### src/rtl/pipe_stage_skid.sv
// Pipeline register stage carrying one write-back entry (pc, wb_enable,
// destination index, data). SKID=1 builds a two-entry skid buffer whose
// ready_out comes straight from the state register; SKID=0 builds a single
// entry stage whose ready_out looks through to ready_in.
module pipe_stage_skid #(
   parameter int XLEN    = 32,
   parameter int RADDR_W = 5,
   parameter int SKID    = 1
) (
   input  logic               clock,
   input  logic               reset,
   input  logic               flush,
   input  logic               valid_in,
   output logic               ready_out,
   input  logic [XLEN-1:0]    pc_in,
   input  logic               wb_enable_in,
   input  logic [RADDR_W-1:0] rs_d_in,
   input  logic [XLEN-1:0]    reg_d_in,
   output logic               valid_out,
   input  logic               ready_in,
   output logic [XLEN-1:0]    pc_out,
   output logic               wb_enable_out,
   output logic [RADDR_W-1:0] rs_d_out,
   output logic [XLEN-1:0]    reg_d_out,
   output logic [1:0]         occupancy
);

   // The state value doubles as the occupancy count.
   typedef enum logic [1:0] {
      EMPTY = 2'd0,
      ONE   = 2'd1,
      TWO   = 2'd2
   } state_t;

   state_t state;
   state_t state_next;

   logic accept;
   logic drain;
   logic load_head_in;    // head <= upstream entry
   logic load_skid_in;    // skid <= upstream entry
   logic load_head_skid;  // head <= skid entry

   logic [XLEN-1:0]    head_pc;
   logic               head_wb;
   logic [RADDR_W-1:0] head_rs;
   logic [XLEN-1:0]    head_reg;
   logic [XLEN-1:0]    skid_pc;
   logic               skid_wb;
   logic [RADDR_W-1:0] skid_rs;
   logic [XLEN-1:0]    skid_reg;

   assign valid_out = (state != EMPTY);

   // Only the ready path differs between the two builds; with SKID=0 the
   // look-through ready guarantees the state never reaches TWO.
   generate
      if (SKID != 0) begin : g_skid_ready
         assign ready_out = (state != TWO);
      end else begin : g_pass_ready
         assign ready_out = !valid_out || ready_in;
      end
   endgenerate

   assign accept = valid_in && ready_out;
   assign drain  = valid_out && ready_in;

   // State register; reset wins over everything else.
   always_ff @(posedge clock) begin
      // NOTE: non-blocking assignments keep every register sampling the
      // pre-edge values, so ordering between flops cannot matter.
      if (reset) state <= EMPTY;
      else       state <= state_next;
   end

   // Next state and data-path load enables; flush overrides accept/drain.
   always_comb begin
      // NOTE: every output of this block gets a default first, otherwise a
      // path that skips an assignment would infer a latch.
      state_next     = state;
      load_head_in   = 1'b0;
      load_skid_in   = 1'b0;
      load_head_skid = 1'b0;
      if (flush) begin
         state_next = EMPTY;
      end else begin
         case (state)
            EMPTY: begin
               if (accept) begin
                  state_next   = ONE;
                  load_head_in = 1'b1;
               end
            end
            ONE: begin
               if (accept && drain) begin
                  load_head_in = 1'b1;
               end else if (accept) begin
                  state_next   = TWO;
                  load_skid_in = 1'b1;
               end else if (drain) begin
                  state_next = EMPTY;
               end
            end
            TWO: begin
               if (drain) begin
                  state_next     = ONE;
                  load_head_skid = 1'b1;
               end
            end
            default: state_next = EMPTY;
         endcase
      end
   end

   // Entry storage; fields keep their value across drain and flush until
   // the next capture.
   always_ff @(posedge clock) begin
      // NOTE: the payload registers are reset because the head fields are
      // visible outputs that must read 0 after reset; the skid copy is
      // cleared too so no stale data can ever be promoted.
      if (reset) begin
         head_pc  <= '0;
         head_wb  <= 1'b0;
         head_rs  <= '0;
         head_reg <= '0;
         skid_pc  <= '0;
         skid_wb  <= 1'b0;
         skid_rs  <= '0;
         skid_reg <= '0;
      end else begin
         if (load_head_in) begin
            head_pc  <= pc_in;
            head_wb  <= wb_enable_in;
            head_rs  <= rs_d_in;
            head_reg <= reg_d_in;
         end else if (load_head_skid) begin
            head_pc  <= skid_pc;
            head_wb  <= skid_wb;
            head_rs  <= skid_rs;
            head_reg <= skid_reg;
         end
         if (load_skid_in) begin
            skid_pc  <= pc_in;
            skid_wb  <= wb_enable_in;
            skid_rs  <= rs_d_in;
            skid_reg <= reg_d_in;
         end
      end
   end

   assign pc_out        = head_pc;
   assign wb_enable_out = head_wb && valid_out;
   assign rs_d_out      = head_rs;
   assign reg_d_out     = head_reg;
   assign occupancy     = state;

endmodule

### config.mk
export PLATFORM = sky130hd
export DESIGN_NAME = pipe_stage_skid
export DESIGN_NICKNAME = d
export VERILOG_FILES = /design/src/rtl/pipe_stage_skid.sv
export SDC_FILE = /design/constraint.sdc
export NUM_CORES = 1
export LEC_CHECK = 0
export BUFFER_PORTS_ARGS = -buffer_cell sky130_fd_sc_hd__buf_2
export CAP_MARGIN = 10
export CORE_UTILIZATION = 45
export DETAILED_ROUTE_END_ITERATION = 7
export GPL_TIMING_DRIVEN = 0
export HOLD_SLACK_MARGIN = 0.12
export PLACE_DENSITY_LB_ADDON = 0.15
export SLEW_MARGIN = 15
export SYNTH_ARGS = -nofsm -noshare
export SYNTH_HDL_FRONTEND = slang
export SYNTH_SLANG_ARGS = --single-unit
export TNS_END_PERCENT = 100
### constraint.sdc
create_clock -name clock -period 2.7 [get_ports clock]
set_input_delay 0.135 -clock clock [delete_from_list [all_inputs] [get_ports clock]]
set_output_delay 0.135 -clock clock [all_outputs]
set_load 0.01 [all_outputs]
# ---- After elaboration in Yosys (flattened, before gate mapping)
# Index checks and enable logic that the tools add are counted.
dict set report word_totals {
  regBits 142
  latchBits 0
  mem_bits_rw 0
  rom_bits 0
  inputBits 75
  output_inout_bits 74
  word_cells 49
  mem_count 0
}
dict set report op_classes {
  add_sub_neg 0
  mul 0
  div_mod_pow 0
  magnitude_cmp 0
  eq_ne 7
  shifts 0
  n_mux 24
  bitwise 0
  reduce_logical 9
}
# op n
set op_table {}
lappend op_table {{$mux 32} 4}
lappend op_table {{$mux 1} 11}
lappend op_table {{$mux 2} 5}
lappend op_table {{$mux 5} 2}
lappend op_table {{$ne 2x2->1 const B} 4}
lappend op_table {{$pmux 2 s3} 1}
lappend op_table {{$logic_and 1x1->1} 4}
lappend op_table {{$reduce_and 4->1} 1}
lappend op_table {{$reduce_bool 2->1} 2}
lappend op_table {{$ne 3x3->1 const B} 1}
lappend op_table {{$eq 2x1->1 const B} 1}
lappend op_table {{$eq 2x2->1 const B} 1}
lappend op_table {{$logic_not 2->1} 1}
lappend op_table {{$pmux 1 s2} 1}
lappend op_table {{$reduce_or 2->1} 1}

# ---- Longest topological paths before layout
# Gate-level depths: netlist (run 1).
dict set report depth {
  depth_word 7
  mapped_depth 7
  mapped_depth_nobuf 3
}

# ---- Worst setup path before layout (run 1)
# OpenSTA, ideal clock, no wires.
dict set report synth_timing {
  kind {flip-flop to flip-flop}
  start {reg state[1], in the netlist occupancy[1]}
  end {reg skid_pc[10]}
  setup_ns 0.132
  arrival_ns 1.401
  t_required_ns 2.568
  setup_slack_ns 1.167
  stages_incl_launch_ff 8
  path_buffers 4
  period_less_slack_ns 1.533
  cell_sequence {dfxtp_1 -> buf_6 -> or3b_1 -> buf_2 -> buf_6 -> buf_6 -> o21ai_1 -> a21oi_1}
}
dict set report synth_between {
  elab_chain_cells 6
  elab_cells_between_ends 10
  classes_between {eq/ne: 2; mux: 4; reduce/logical: 4}
}
# item line_no
set synth_rtl {}
lappend synth_rtl {{start, declared} 35} ;# state_t state;
lappend synth_rtl {{start signal, assigned} 73} ;# else state <= state_next;
lappend synth_rtl {{$ne 2x2->1 / $reduce_bool 2->1 (equally long branches)} {59, 53}}
lappend synth_rtl {{$logic_and 1x1->1 (on tied branches)} {65, 66}}
lappend synth_rtl {{$mux 1 / $logic_and 1x1->1 (equally long branches)} {97, 95}}
lappend synth_rtl {{$mux 1} 95} ;# if (accept && drain) begin
lappend synth_rtl {{$mux 1 (*)} 87} ;# case (state)
lappend synth_rtl {{$mux 1 (*)} 84} ;# if (flush) begin
lappend synth_rtl {{end signal, assigned} 143} ;# skid_pc <= pc_in;
lappend synth_rtl {{end, declared} 48} ;# logic [XLEN-1:0] skid_pc;
# Mark *: on every way between the ends. The rest lies on a longest branch, timed or not.
# A chain may end at the register's enable or synchronous reset.

# ---- Final worst setup path (run 1)
dict set report layout_timing {
  start {reg state[1], in the netlist occupancy[1]}
  end {reg head_reg[24], in the netlist reg_d_out[24]}
}
dict set report layout_between {
  elab_chain_cells 7
  elab_cells_between_ends 17
  classes_between {eq/ne: 3; mux: 8; reduce/logical: 6}
}
# item line_no
set layout_rtl {}
lappend layout_rtl {{$ne 2x2->1 / $reduce_bool 2->1 (equally long branches)} {59, 53}}
lappend layout_rtl {{$logic_and 1x1->1 (on tied branches)} {65, 66}}
lappend layout_rtl {{$logic_and 1x1->1} 95}
lappend layout_rtl {{$mux 1} 95}
lappend layout_rtl {{$pmux 1 s2} 87}
lappend layout_rtl {{$mux 1} 84}
lappend layout_rtl {{$mux 32 / $reduce_bool 2->1 (equally long branches)} --}
lappend layout_rtl {{end signal, assigned} 135} ;# head_reg <= reg_d_in;
lappend layout_rtl {{end signal, assigned} 140} ;# head_reg <= skid_reg;
lappend layout_rtl {{end, declared} 47} ;# logic [XLEN-1:0] head_reg;
# Several ways; a longest one is shown, not always the timed one.

==> impl.org, run 1 <==
** Logic synthesis
- Share of flip-flops with an asynchronous set or reset after synthesis :: 0%
- The mapped netlist covers about 0.0063 mm^2.
- Number of synthesized register bits :: 142
- Seq/Total Area, Yosys :: between 40% and 50%
- Biggest area consumer among synthesized cells :: dfxtp_1
- Among all flip-flop cells after synthesis, the most frequent one is dfxtp_1.
- Post-synthesis net count :: 814
- Number of instances in the synthesized netlist :: 739
- In this run the biggest area consumer among cell types represents 44.8% of the synthesized area.
- Yosys mapped a number of flops with a built-in enable equal to 0.
- Number of distinct library cell variants in the gate-level netlist after synthesis :: 28
- A synthesized cell averages 8.59 um^2.
- Number of warnings printed during yosys synthesis :: 0
- Sorting the synthesized cells by area gives the leading types as dfxtp_1 (45%), nor3_2 (11%), a311oi_1 (9.7%).

** Power and ir drop
- Power density normalized to cell area :: approximately 600 mW/mm^2
- Across the VDD grid, the largest voltage drop is 0.385 mV.
- Sequential share of power :: 44.0%
- Static Leak :: 3.30 nW
- Summed over all nets, the switching power comes to 1.27 mW.
- Internal power comes to 3.79 mW.
- In this run, the clock network consumes 43.5% of the power.
- Sw frac :: 25.1%
- Fraction of power consumed by combinational cells :: 12.4%

** Place
- In this run the cell area measured after placement is 0.00731 mm^2.
- In this run the tool buffered the top-level ports with 147 buffer cells.
- Detailed-placement wirelength estimate :: 12200 um
- Final weighted congestion of routability-driven global placement :: around 0.8

** Drt
- Dividing the detail-routed via count by the number of cells gives 5.46.
- The detail route stage leaves a number of antenna-violating nets equal to 0.
- Iteration-0 DRC count of the detailed router :: 438
- For this run, the detailed router's first-pass iteration total came to 5.
- Detailed-route wire length per cell :: 16.4 um
- Summed over all layers, the routed wires come to 19200 um.
- After detailed routing, the number of remaining DRC violations is 0.
- Number of vias after detailed routing :: 6393

** Critical path
- Type of the worst setup path :: reg -> reg
- Largest fanout on the critical path :: 10
- Nature of the critical path endpoint :: flop
- Element type at the critical path start :: flop
- Worst endpoint data arrival time :: 2.25 ns
- Worst endpoint required time :: 3.00 ns
- Setup slack on the worst flop-to-flop path :: 0.75 ns

** Job
- Max-cap violations in this run came to 0.

** Hold path
- Worst min-delay path class :: in -> reg

** STA
- Setup total negative slack on the finished layout was measured at 0 ns.
- Fmax achieved :: 0.512 GHz
- The count of endpoints failing hold in the final timing report was 0.
- Period minus WS final :: 1.95 ns
- Rel. slew slack :: 54.8%
- Actual transition at the worst max-transition pin :: roughly 0.68 ns
- Number of max-slew violations in the final report :: 0
- RSZ-0062 raised after global routing :: no
- Post-route fraction of the period consumed by the critical path :: between 70% and 80%
- For the final database, setup skew stands at 0.00522 ns.
- Final Setup Violations :: 0

** Status
- The run finished with clean final reports.

** Floorplanning
- Once the floorplan was initialized, standard cells occupied 45.9% of the core.
- Row generation in the floorplan step produced 43 rows.
- Height of the die :: 121 um
- Placeable core area :: 0.0138 mm^2
- around 150 I/O pins were placed.
- The die covers approximately 0.015 mm^2.
- Horizontal die dimension :: 121 um

** Cells and area
- Final core utilization :: between 60% and 70%
- Final antenna diode count :: 0
- Layout fillers :: ~1200
- Summing all non-filler instances in the final layout gives an area of 0.00859 mm^2.
- Total area of sequential cells :: 0.00284 mm^2
- Compared with the post-synthesis result, the final layout area differs by 35.3%.
- Multi-input gate area in the final layout :: 0.00303 mm^2
- Fin nets :: 1052
- Fraction of final layout cells with drive strength greater than 1 :: 30.0%

** CTS
- TritonCTS clock tree :: yes
- Number of sinks on the clock net :: 142
- In this run, CTS created clock tree buffers numbering 17.
- Clock latency on the worst-skew pair :: ~0.42 ns
- Clock H-tree levels :: 4
- Number of buffers on the longest clock path :: 2
- The tree is rooted in a clkbuf_16.
- After clock tree synthesis, the repair step resized 0 gates.
- After clock tree synthesis, the clock-pin slew on the worst setup and hold paths is 0.06 ns.

** GRT
- GRT Overall Usage :: 26.9%
- Global routing finished with a remaining overflow of 0.
- The first global-routing pass estimated 30400 um of wire.
- Maximum number of pins on one net before global-route repair :: 17
- The initial antenna violation count came to 0.
- The number of global-route vias before repair is 5902.
==> cell type report <==
type,count,area share [%]
Clock buffer,26,6.16
Tap cell,180,2.62
Sequential cell,142,33.1
Clock inverter,6,0.350
Buffer,88,5.48
Timing Repair Buffer,219,17.0
Multi-Input combinational cell,509,35.3
==> Yosys cell counts, types with 2 or more instances <==
cell type / count
nand2b_1: 2
nor3_2: 70
nand3_1: 70
buf_2: 28
buf_4: 4
buf_6: 12
a21oi_1: 71
o21ai_1: 28
nand2_1: 141
nor2_1: 2
o21ai_0: 40
dfxtp_1: 142
a311oi_1: 70
o21ai_2: 2
clkbuf_1: 44
==> layer usage <==
layer	up-vias	wire length [um]	global-route usage (%)
met3	29	933	5.47
met4	0	311	9.34
met1	3022	8820	35.3
met5	-	0	0
met2	198	9130	43.7
li1	3144	-	-
==> layout by cell type, fill, tap and decap left out, drive strengths merged <==
master	instances
nand4bb	1
a2111oi	1
or3b	2
dlygate4sd3	72
buf	191
nor3b	1
dfxtp	142
a21oi	71
nor3	70
nand3	70
a311oi	70
nand2	142
clkinv	6
mux2i	1
nand2b	2
and4bb	1
o21a	1
or2	1
clkbuf	70
nor2b	1
o21ai	70
nor2	2
and2	1
nand3b	1
==> power by group through the flow <==
stage               Combinational [mW]  Sequential (mW)  Clock (mW)
floorplan                        0.268             2.30           0
global placement                 0.544             2.27           0
detailed placement               0.543             2.27           0
CTS                              0.625             2.23        2.23
global route                     0.687             2.24        2.32
finish                           0.630             2.23        2.20
==> through the flow <==
stage	hold WS, ns	instances	power (mW)	worst slack (ns)
6_report	0.157	1170	5.06	0.748
3_3_place_gp	0.405	1066	2.81	0.846
3_5_place_dp	0.400	1066	2.82	0.862
5_1_grt	0.199	1170	5.24	0.583
2_1_floorplan	0.224	739	2.57	1.17
4_1_cts	0.144	1170	5.09	0.859
==> logic make-up (layout without fill, tap and decap cells) <==
family          after synthesis  after routing  synth area share [%]
compound gates              213            213                  21.2
buf+inv                      88            339                  7.41
flops                       142            142                  44.8
mux                           1              1                 0.158
simple gates                295            295                  26.5
==> final timing paths <==
kind                     start       endpoint  depth (start not counted)
setup / recovery  occupancy[1]  reg_d_out[24]                          6
hold / removal        valid_in   occupancy[0]                          4
setup reg to reg  occupancy[1]  reg_d_out[24]                          6
hold reg to reg    skid_pc[12]    skid_pc[12]                          2
==> what timing repair did <==
item,4_1_cts,5_1_grt
hold endpoints to repair,141,0
setup buffers,0,0
hold buffers,72,0
==> worst max-delay path, stage by stage, from the launching register on <==
cell and delay [ns]:
dfxtp_1 0.31, buf_6 0.13, nor3b_1 0.18, buf_2 0.32, nand2_2 0.21, clkbuf_1 0.30
a311oi_1 0.37
(Power assumes the default switching activity.)
==> run 2: changes to the inputs <==
Clock period 2.7 ns to 1.7 ns, I/O delays scaled along.
==> run 2 against run 1 <==
  * Wire length rose by 0.54%
  * Global-route usage barely moved
  * First-iteration DRC count rose by 6.4%
  * Critical path type unchanged
  * Largest power group unchanged
  * Highest routed layer unchanged
==> impl.org, run 2 (synthesis results as in run 1) <==
** Hold path
- Worst min-delay path class :: in -> reg

** Power and ir drop
- The internal power of the cells came to 6.05 mW (+60%).
- The clock share of power came to 43.2% (-0.3 points).
- Sequential share of power :: 43.8% (-0.2 points)
- Static Leak :: 3.40 nW (+3.1%)
- Net switching power of the design :: 2.03 mW (+60%)
- Fraction of power consumed by combinational cells :: 13.0% (+0.6 points)
- The fraction of power spent switching nets is 25.1% (about the same).
- Maximum resistive drop on vdd :: 0.614 mV (+59%)
- The areal power density over the cells was 920 mW/mm^2 (+56%).

** CTS
- CTS Root Cell :: clkbuf_16
- Number of buffers added by the clock tree synthesis step :: 17 (unchanged)
- The CTS clock-pin slew for the worst setup and hold paths came to 0.05 ns (about the same).
- The source-to-sink clock delay at the later pin of the worst-skew pair was 0.42 ns (about the same).
- The maximum buffer depth of the clock tree is 2 (unchanged).
- The clock sink count was 142 (unchanged).
- Clock H-tree levels :: 4 (unchanged)
- TritonCTS built the clock tree.

** Critical path
- Type of the worst setup path :: reg -> reg
- The delay contributed by the slowest stage of the critical path was 0.38 ns (about the same).
- The combined buffer and inverter count along the critical path was 4 (+1).
- On the critical path, the stage with the largest delay is an instance of or3b_1.
- Worst endpoint required time :: 1.97 ns (-1.03 ns)
- Most common cell type on the critical path :: buf_6
- The slack of the worst reg-to-reg path came to 0.02 ns (-0.73 ns).
- Largest fanout on the critical path :: 10 (unchanged)
- Nature of the critical path endpoint :: flop
- Element type at the critical path start :: flop
- The signal on the critical path passes through buf_6 -> or3b_1 -> buf_6 -> buf_12 -> buf_6 -> nor3_2 -> a311oi_2.
- CP delay by family, top :: buffers and inverters
- Worst endpoint data arrival time :: 1.95 ns (-0.30 ns)

** Place
- The placed cell area is 0.00731 mm^2 (unchanged).
- Total placed cells including tap cells :: 1066 (unchanged)
- Final weighted congestion of routability-driven global placement :: 0.797 (unchanged)
- The number of port buffers is 147 (unchanged).
- The half-perimeter wire length after detailed placement came to 12200 um (unchanged).

** Floorplanning
- Height of the die :: 121 um (unchanged)
- The placement row count was 43 (unchanged).
- I/O pin cnt :: 149 (unchanged)
- Horizontal die dimension :: 121 um (unchanged)
- Area of the die :: 0.0146 mm^2 (unchanged)
- The effective utilization at floorplan came to 45.9% (unchanged).
- The placeable core region is 0.0138 mm^2 (unchanged).

** Cells and area
- The library cell used most frequently in the layout, excluding fill and tap cells, is buf_2.
- Commonest non-fill, non-tap cells in the layout :: buf_2 (170), nand2_1 (141), dfxtp_1 (141), dlygate4sd3_1 (73), a21oi_1 (71)
- The final standard cell area without fillers came to 0.00879 mm^2 (+2.3%).
- Growth of design area from synthesis to finish :: 38.5%
- Final antenna diode count :: 0 (unchanged)
- The layout cell share with drive strength beyond 1 was 33.1% (+3.1 points).
- The non-filler instance count after layout was 1175 (+0.43%).
- Fin nets :: 1057 (+0.48%)

** STA
- The final critical-path share of the clock period was 98.6% (+26 points).
- Worst clock skew :: 0.00458 ns (-0.000639 ns)
- The count of endpoints failing hold in the final timing report is 0 (unchanged).
- Final Setup Violations :: 0 (unchanged)
- The top achievable clock speed is 0.596 GHz (+16%).
- The aggregate negative setup slack is 0 ns (unchanged).
- Rel. slew slack :: 55.3% (+0.50 points)
- The transition time of the tightest slew-check pin came to 0.671 ns (-0.00749 ns).
- Number of max-slew violations in the final report :: 0 (unchanged)
- The worst hold-check slack is 0.149 ns (-0.00764 ns).
- RSZ-0062 raised after global routing :: yes
- The final critical delay including setup and external delays came to 1.68 ns (-0.275 ns).

** GRT
- The first-pass GRT wire length was 30500 um (+0.14%).
- GRT Overall Usage :: 26.9% (about the same)
- The initial antenna violation count came to 0 (unchanged).
- Global-route congestion overflow total :: 0 (unchanged)
- The number of global-route vias before repair is 5905 (+0.051%).
- Maximum number of pins on one net before global-route repair :: 17 (unchanged)

** Drt
- The post-route DRC violation count came to 0 (unchanged).
- The number of iterations in the first detailed-routing pass came to 5 (unchanged).
- The violation count after the first detailed-route iteration is 466 (+6.4%).
- The count of antenna-violating nets left after detailed routing is 0 (unchanged).
- The total number of vias is 6506 (+1.8%).
- Via count normalized by instance count :: 5.54 (+1.3%)
- Detailed-route wire length per cell :: 16.4 um (+0.11%)
- The total wirelength of the detailed-routed design was 19300 um (+0.54%).

** Job
- Max-cap check violation count :: 0 (unchanged)

** Status
- Run status :: completed
[run 2: cell count changes in the layout (fill, tap and decap cells not counted), sizes merged]
cell         delta
buf            +10
dlygate4sd3     +1
clkbuf          -6
[run 2: tightest hold or removal path, cell delays in order]
cell     delay, ns
buf_2         0.15
nand2_1       0.07
a21oi_1       0.05
o21a_1        0.17
[run 2: final cells by class]
type                    count  area, um^2
fillers                  1195        5040
multi-input cells         509        3100
repair buffers            224        1500
plain buffers              88         567
clock inverters             6        30.0
clock buffers              26         529
well taps                 180         225
flip-flops and latches    142        2840
[run 2: power groups by stage]
stage                     clock network, mW  logic [mW]  registers (mW)
after floorplan                           0       0.426            3.65
after global placement                    0       0.864            3.61
after detailed placement                  0       0.863            3.61
after CTS                              3.55       0.997            3.54
after global routing                   3.69        1.14            3.55
final                                  3.49        1.05            3.54
[run 2: final timing paths]
check               start  cells after the start       endpoint
max          occupancy[1]                      7  reg_d_out[24]
min              ready_in                      4   occupancy[0]
max reg2reg  occupancy[1]                      7  reg_d_out[24]
min reg2reg   skid_pc[12]                      2    skid_pc[12]
[run 2: layer usage]
metal / share of wire [%] / track usage, % / up-vias
met5: 0 / 0 / -
met4: 1.7 / 9.34 / 0
met3: 6.0 / 5.47 / 30
met2: 47 / 43.6 / 242
met1: 45 / 35.4 / 3072
li1: - / - / 3162
[run 2: per-stage QoR]
| step | utilization [%] | worst slack (ns) | power, mW |
|---|---|---|---|
| 2_1_floorplan | - | 0.167 | 4.08 |
| 3_3_place_gp | 52.9 | -0.115 | 4.47 |
| 3_5_place_dp | 52.9 | -0.119 | 4.47 |
| 4_1_cts | 62.3 | 0.0135 | 8.08 |
| 5_1_grt | 63.6 | -0.0260 | 8.38 |
| 6_report | 63.6 | 0.0230 | 8.08 |
[run 2: timing repair]
action,CTS,global route
resized for setup,12,80
hold buffers,73,0
setup buffers,0,4
endpoints found under the setup margin,70,140
gates cloned,0,0
hold endpoints to repair,142,0
==> run 3: changes to the inputs <==
Settings changed: ABC_AREA set to 1.
==> run 3 against run 2 <==
  * Area after synthesis grew 2.4%
  * Cell count grew 19%
  * Sequential share of layout area shrank 0.50 points
  * Global-route usage grew 1.1 points
  * Combinational power is essentially flat
  * Utilization grew 0.28 points
  * Highest routed layer unchanged
==> impl.org, run 3 <==
** Drt
- DRT antenna net count :: 0 (unchanged)
- Number of vias after detailed routing :: 7339 (+13%)
- The total wirelength of the detailed-routed design was 20400 um (+5.8%).
- The violation count after the first detailed-route iteration is 670 (+44%).
- Detailed-route wire length per cell :: 14.6 um (-11%)
- The routed via count divided by cell count is 5.26 (-4.9%).
- The post-route DRC violation count was 0 (unchanged).
- The number of iterations in the first detailed-routing pass is 5 (unchanged).

** STA
- The worst hold-check slack came to 0.431 ns (+0.282 ns).
- The count of endpoints failing hold in the final timing report was 0 (unchanged).
- The worst relative slew slack came to 49.5% (-5.8 points).
- Setup repair after global routing could not meet its margin everywhere.
- Fmax achieved :: 0.623 GHz (+4.5%)
- Final Setup Violations :: 0 (unchanged)
- The transition time of the tightest slew-check pin was 0.758 ns (+0.0865 ns).
- The clock skew was 0.00481 ns (+0.000234 ns).
- The count of pins over their slew limit is 0 (unchanged).
- The final critical-path share of the clock period is 94.4% (-4.2 points).
- The smallest setup slack after layout was 0.0947 ns (+0.0717 ns).
- The final critical delay including setup and external delays is 1.61 ns (-0.0717 ns).

** Job
- Max-cap check violation count :: 0 (unchanged)

** GRT
- Number of global-route vias before repair :: 6576 (+11%)
- First-pass GRT wire length :: 32500 um (+6.7%)
- Maximum number of pins on one net before global-route repair :: 17 (unchanged)
- Global-route congestion overflow total :: 0 (unchanged)
- The total routing usage reported by global routing was 27.9% (+1.1 points).
- The initial antenna violation count came to 0 (unchanged).

** Logic synthesis
- The synthesized-area fraction occupied by and/or/nand/nor cells was 35.1% (+8.6 points).
- The most used flip-flop cell after synthesis is dfxtp_1.
- Number of warnings printed during yosys synthesis :: 0 (unchanged)
- Average cell area after synthesis :: 6.80 um^2 (-21%)
- Most common cell in the synthesized netlist :: nand2_1
- The cell area after synthesis came to 0.00650 mm^2 (+2.4%).
- The arithmetic-cell share of the synthesized area counting full adders, half adders and majority gates was 0% (unchanged).
- Number of instances in the synthesized netlist :: 956 (+29%)
- Seq/Total Area, Yosys :: 43.7% (-1.1 points)
- Number of distinct library cell variants in the gate-level netlist after synthesis :: 18 (-36%)
- Number of synthesized register bits :: 142 (unchanged)
- Share of flip-flops with an asynchronous set or reset after synthesis :: 0% (unchanged)
- Ranked by total cell area, the synthesized netlist is headed by dfxtp_1 (44%), nand3_1 (11%), nand2_1 (8.4%).
- Portion of netlist area occupied by mux cells :: 0% (-0.16 points)
- Biggest area consumer among synthesized cells :: dfxtp_1
- XOR/XNOR Fraction of Synth Area :: 0% (unchanged)
- The share of Yosys cell area claimed by the top area cell type is 43.7% (-1.1 points).
- The commonest cells after synthesis are nand2_1 (145), nand3_1 (143), nor2_1 (143), dfxtp_1 (142), inv_1 (75).
- Post-synthesis net count :: 1031 (+27%)
- The number of synthesized flops with an enable pin is 0 (unchanged).
- Share of the synthesized area in compound gates (AO/OA/AOI/OAI) :: 10.9% (-10 points)
- Main combinational cell family by area after synthesis :: simple AND/OR/NAND/NOR gates

** Place
- Detailed-placement wirelength estimate :: 13000 um (+7.0%)
- Worst slack at placement :: -0.339 ns (-0.220 ns)
- The final estimated routing congestion in global placement is 0.834 (+4.6%).
- The number of port buffers came to 147 (unchanged).

** CTS
- The source-to-sink clock delay at the later pin of the worst-skew pair is 0.43 ns (about the same).
- The H-tree depth was 4 (unchanged).
- The clock sink count came to 142 (unchanged).
- Number of buffers added by the clock tree synthesis step :: 17 (unchanged)
- CTS placed an instance of clkbuf_16 at the clock tree root.
- Number of buffers on the longest clock path :: 2 (unchanged)
- Reg clk slew, reported paths :: 0.06 ns (about the same)
- TritonCTS clock tree :: yes

** Power and ir drop
- The static leakage came to 4.42 nW (+30%).
- The areal power density over the cells is 939 mW/mm^2 (+2.2%).
- The total power after layout came to 8.39 mW (+3.8%).
- The worst supply voltage drop on vdd is 0.667 mV (+8.6%).

** Hold path
- Beginning of the worst hold path :: reg_d_in[15]
- The path class of the tightest hold or removal check is in -> reg.
- The worst hold path terminates at skid_reg[15].
- The worst hold path depth is 4 (unchanged).

** Critical path
- The required time reported for the critical path endpoint came to 2.00 ns (+0.03 ns).
- The critical path is of the in -> reg type.
- Element type at the critical path start :: primary input
- R2R cell count :: 7 (unchanged)
- The data arrival time at the worst-slack endpoint came to 1.90 ns (-0.05 ns).
- In this run the critical register-to-register path is captured at reg_d_out[23].
- In this run the critical register-to-register path is launched from occupancy[0].
- Setup slack on the worst flop-to-flop path :: 0.12 ns (+0.10 ns)
- Largest fanout on the critical path :: 10 (unchanged)
- Nature of the critical path endpoint :: flop

** Floorplanning
- Placeable core area :: 0.0140 mm^2 (+1.2%)
- The area of the die is 0.0149 mm^2 (+2.4%).
- The effective utilization at floorplan came to 46.5% (+0.58 points).
- I/O pin cnt :: 149 (unchanged)
- The placement row count was 43 (unchanged).
- Height of the die :: 122 um (+1.2%)
- The width of the die is 122 um (+1.2%).

** Cells and area
- Fraction of final layout cells with drive strength greater than 1 :: 19.9% (-13 points)
- The area occupied by multi-input gates came to 0.00302 mm^2 (-2.6%).
- The library cell used most frequently in the layout, excluding fill and tap cells, is buf_2.
- The fill cell instance count of the final layout came to 1329 (+11%).
- Commonest non-fill, non-tap cells in the layout :: buf_2 (176), nand2_1 (144), nor2_1 (143), nand3_1 (143), dfxtp_1 (140)
- The total area of sequential cells is 0.00285 mm^2 (about the same).
- Fin nets :: 1276 (+21%)
- Final core utilization :: 63.8% (+0.28 points)
- The area growth from synthesis to layout is 37.3%.
- Final antenna diode count :: 0 (unchanged)

** Status
- Run status :: completed
## run 3: cell count changes after synthesis, sizes merged, moves of 2 or more
| cell | previous run | this run |
|---|---|---|
| nand3 | 70 | 144 |
| buf | 44 | 40 |
| nor2 | 2 | 147 |
| clkbuf | 44 | 46 |
| or3b | 2 | 0 |
| nand2 | 142 | 146 |
| nor3 | 70 | 0 |
| a311oi | 70 | 0 |
| nand2b | 2 | 0 |
| inv | 0 | 79 |
| nand4 | 0 | 70 |
## run 3: power breakdown
group	internal, mW	switching [mW]	total [mW]
Combinational	0.455	0.610	1.06
Sequential	3.47	0.0719	3.54
Clock	2.37	1.42	3.79
Total	6.29	2.10	8.39
## run 3: final cells by class
type	count	share of cell area, %
inverter	79	3.35
sequential	142	31.9
clock buffer	21	5.16
multi-input combinational	649	33.8
clock inverter	11	1.57
tap	180	2.52
buffer	85	4.46
timing repair buffer	227	17.3
## run 3: per-stage QoR
step	std cells	TNS, ns	cell area (um^2)
finish	1394	0	8930
detailed placement	1283	-30.86	7460
CTS	1394	0	8890
global route	1394	-0.0372	8930
floorplan	956	0	6500
global placement	1283	-31.56	7460
## run 3: cells by family after synthesis
logic type      count (synthesis)
compound gates                142
flops                         142
buf+inv                       165
simple gates                  507
## run 3: critical path, cell delays in order
cell and delay (ns):
dlygate4sd3_1 0.53, buf_2 0.11, inv_1 0.07, nor2_4 0.13, buf_12 0.14, buf_4 0.12
clkbuf_1 0.35, nand4_1 0.13, nand2_1 0.15, a21oi_1 0.07
## run 3: metal layers
layer	share of wire (%)	GRT usage, %	vias to the layer above
met2	45	42.8	267
met1	47	38.5	3377
met4	1.8	10.4	0
li1	-	-	3664
met5	0	0	-
met3	6.2	5.90	31
## run 3: how the worst max path moves through the flow
stage | startpoint | end
detailed placement | occupancy[1] | reg_d_out[15]
floorplan | occupancy[1] | pc_out[0]
CTS | flush | reg_d_out[15]
global placement | occupancy[1] | reg_d_out[14]
finish | valid_in | reg_d_out[23]
global route | valid_in | skid_pc[6]
## run 3: what timing repair did
action	in CTS	in global routing
hold endpoints to repair	141	0
pin swaps	2	1
endpoints found under the setup margin	141	97
cloned	0	0
hold buffers	74	0
buffers inserted	5	1
resized for setup	5	31
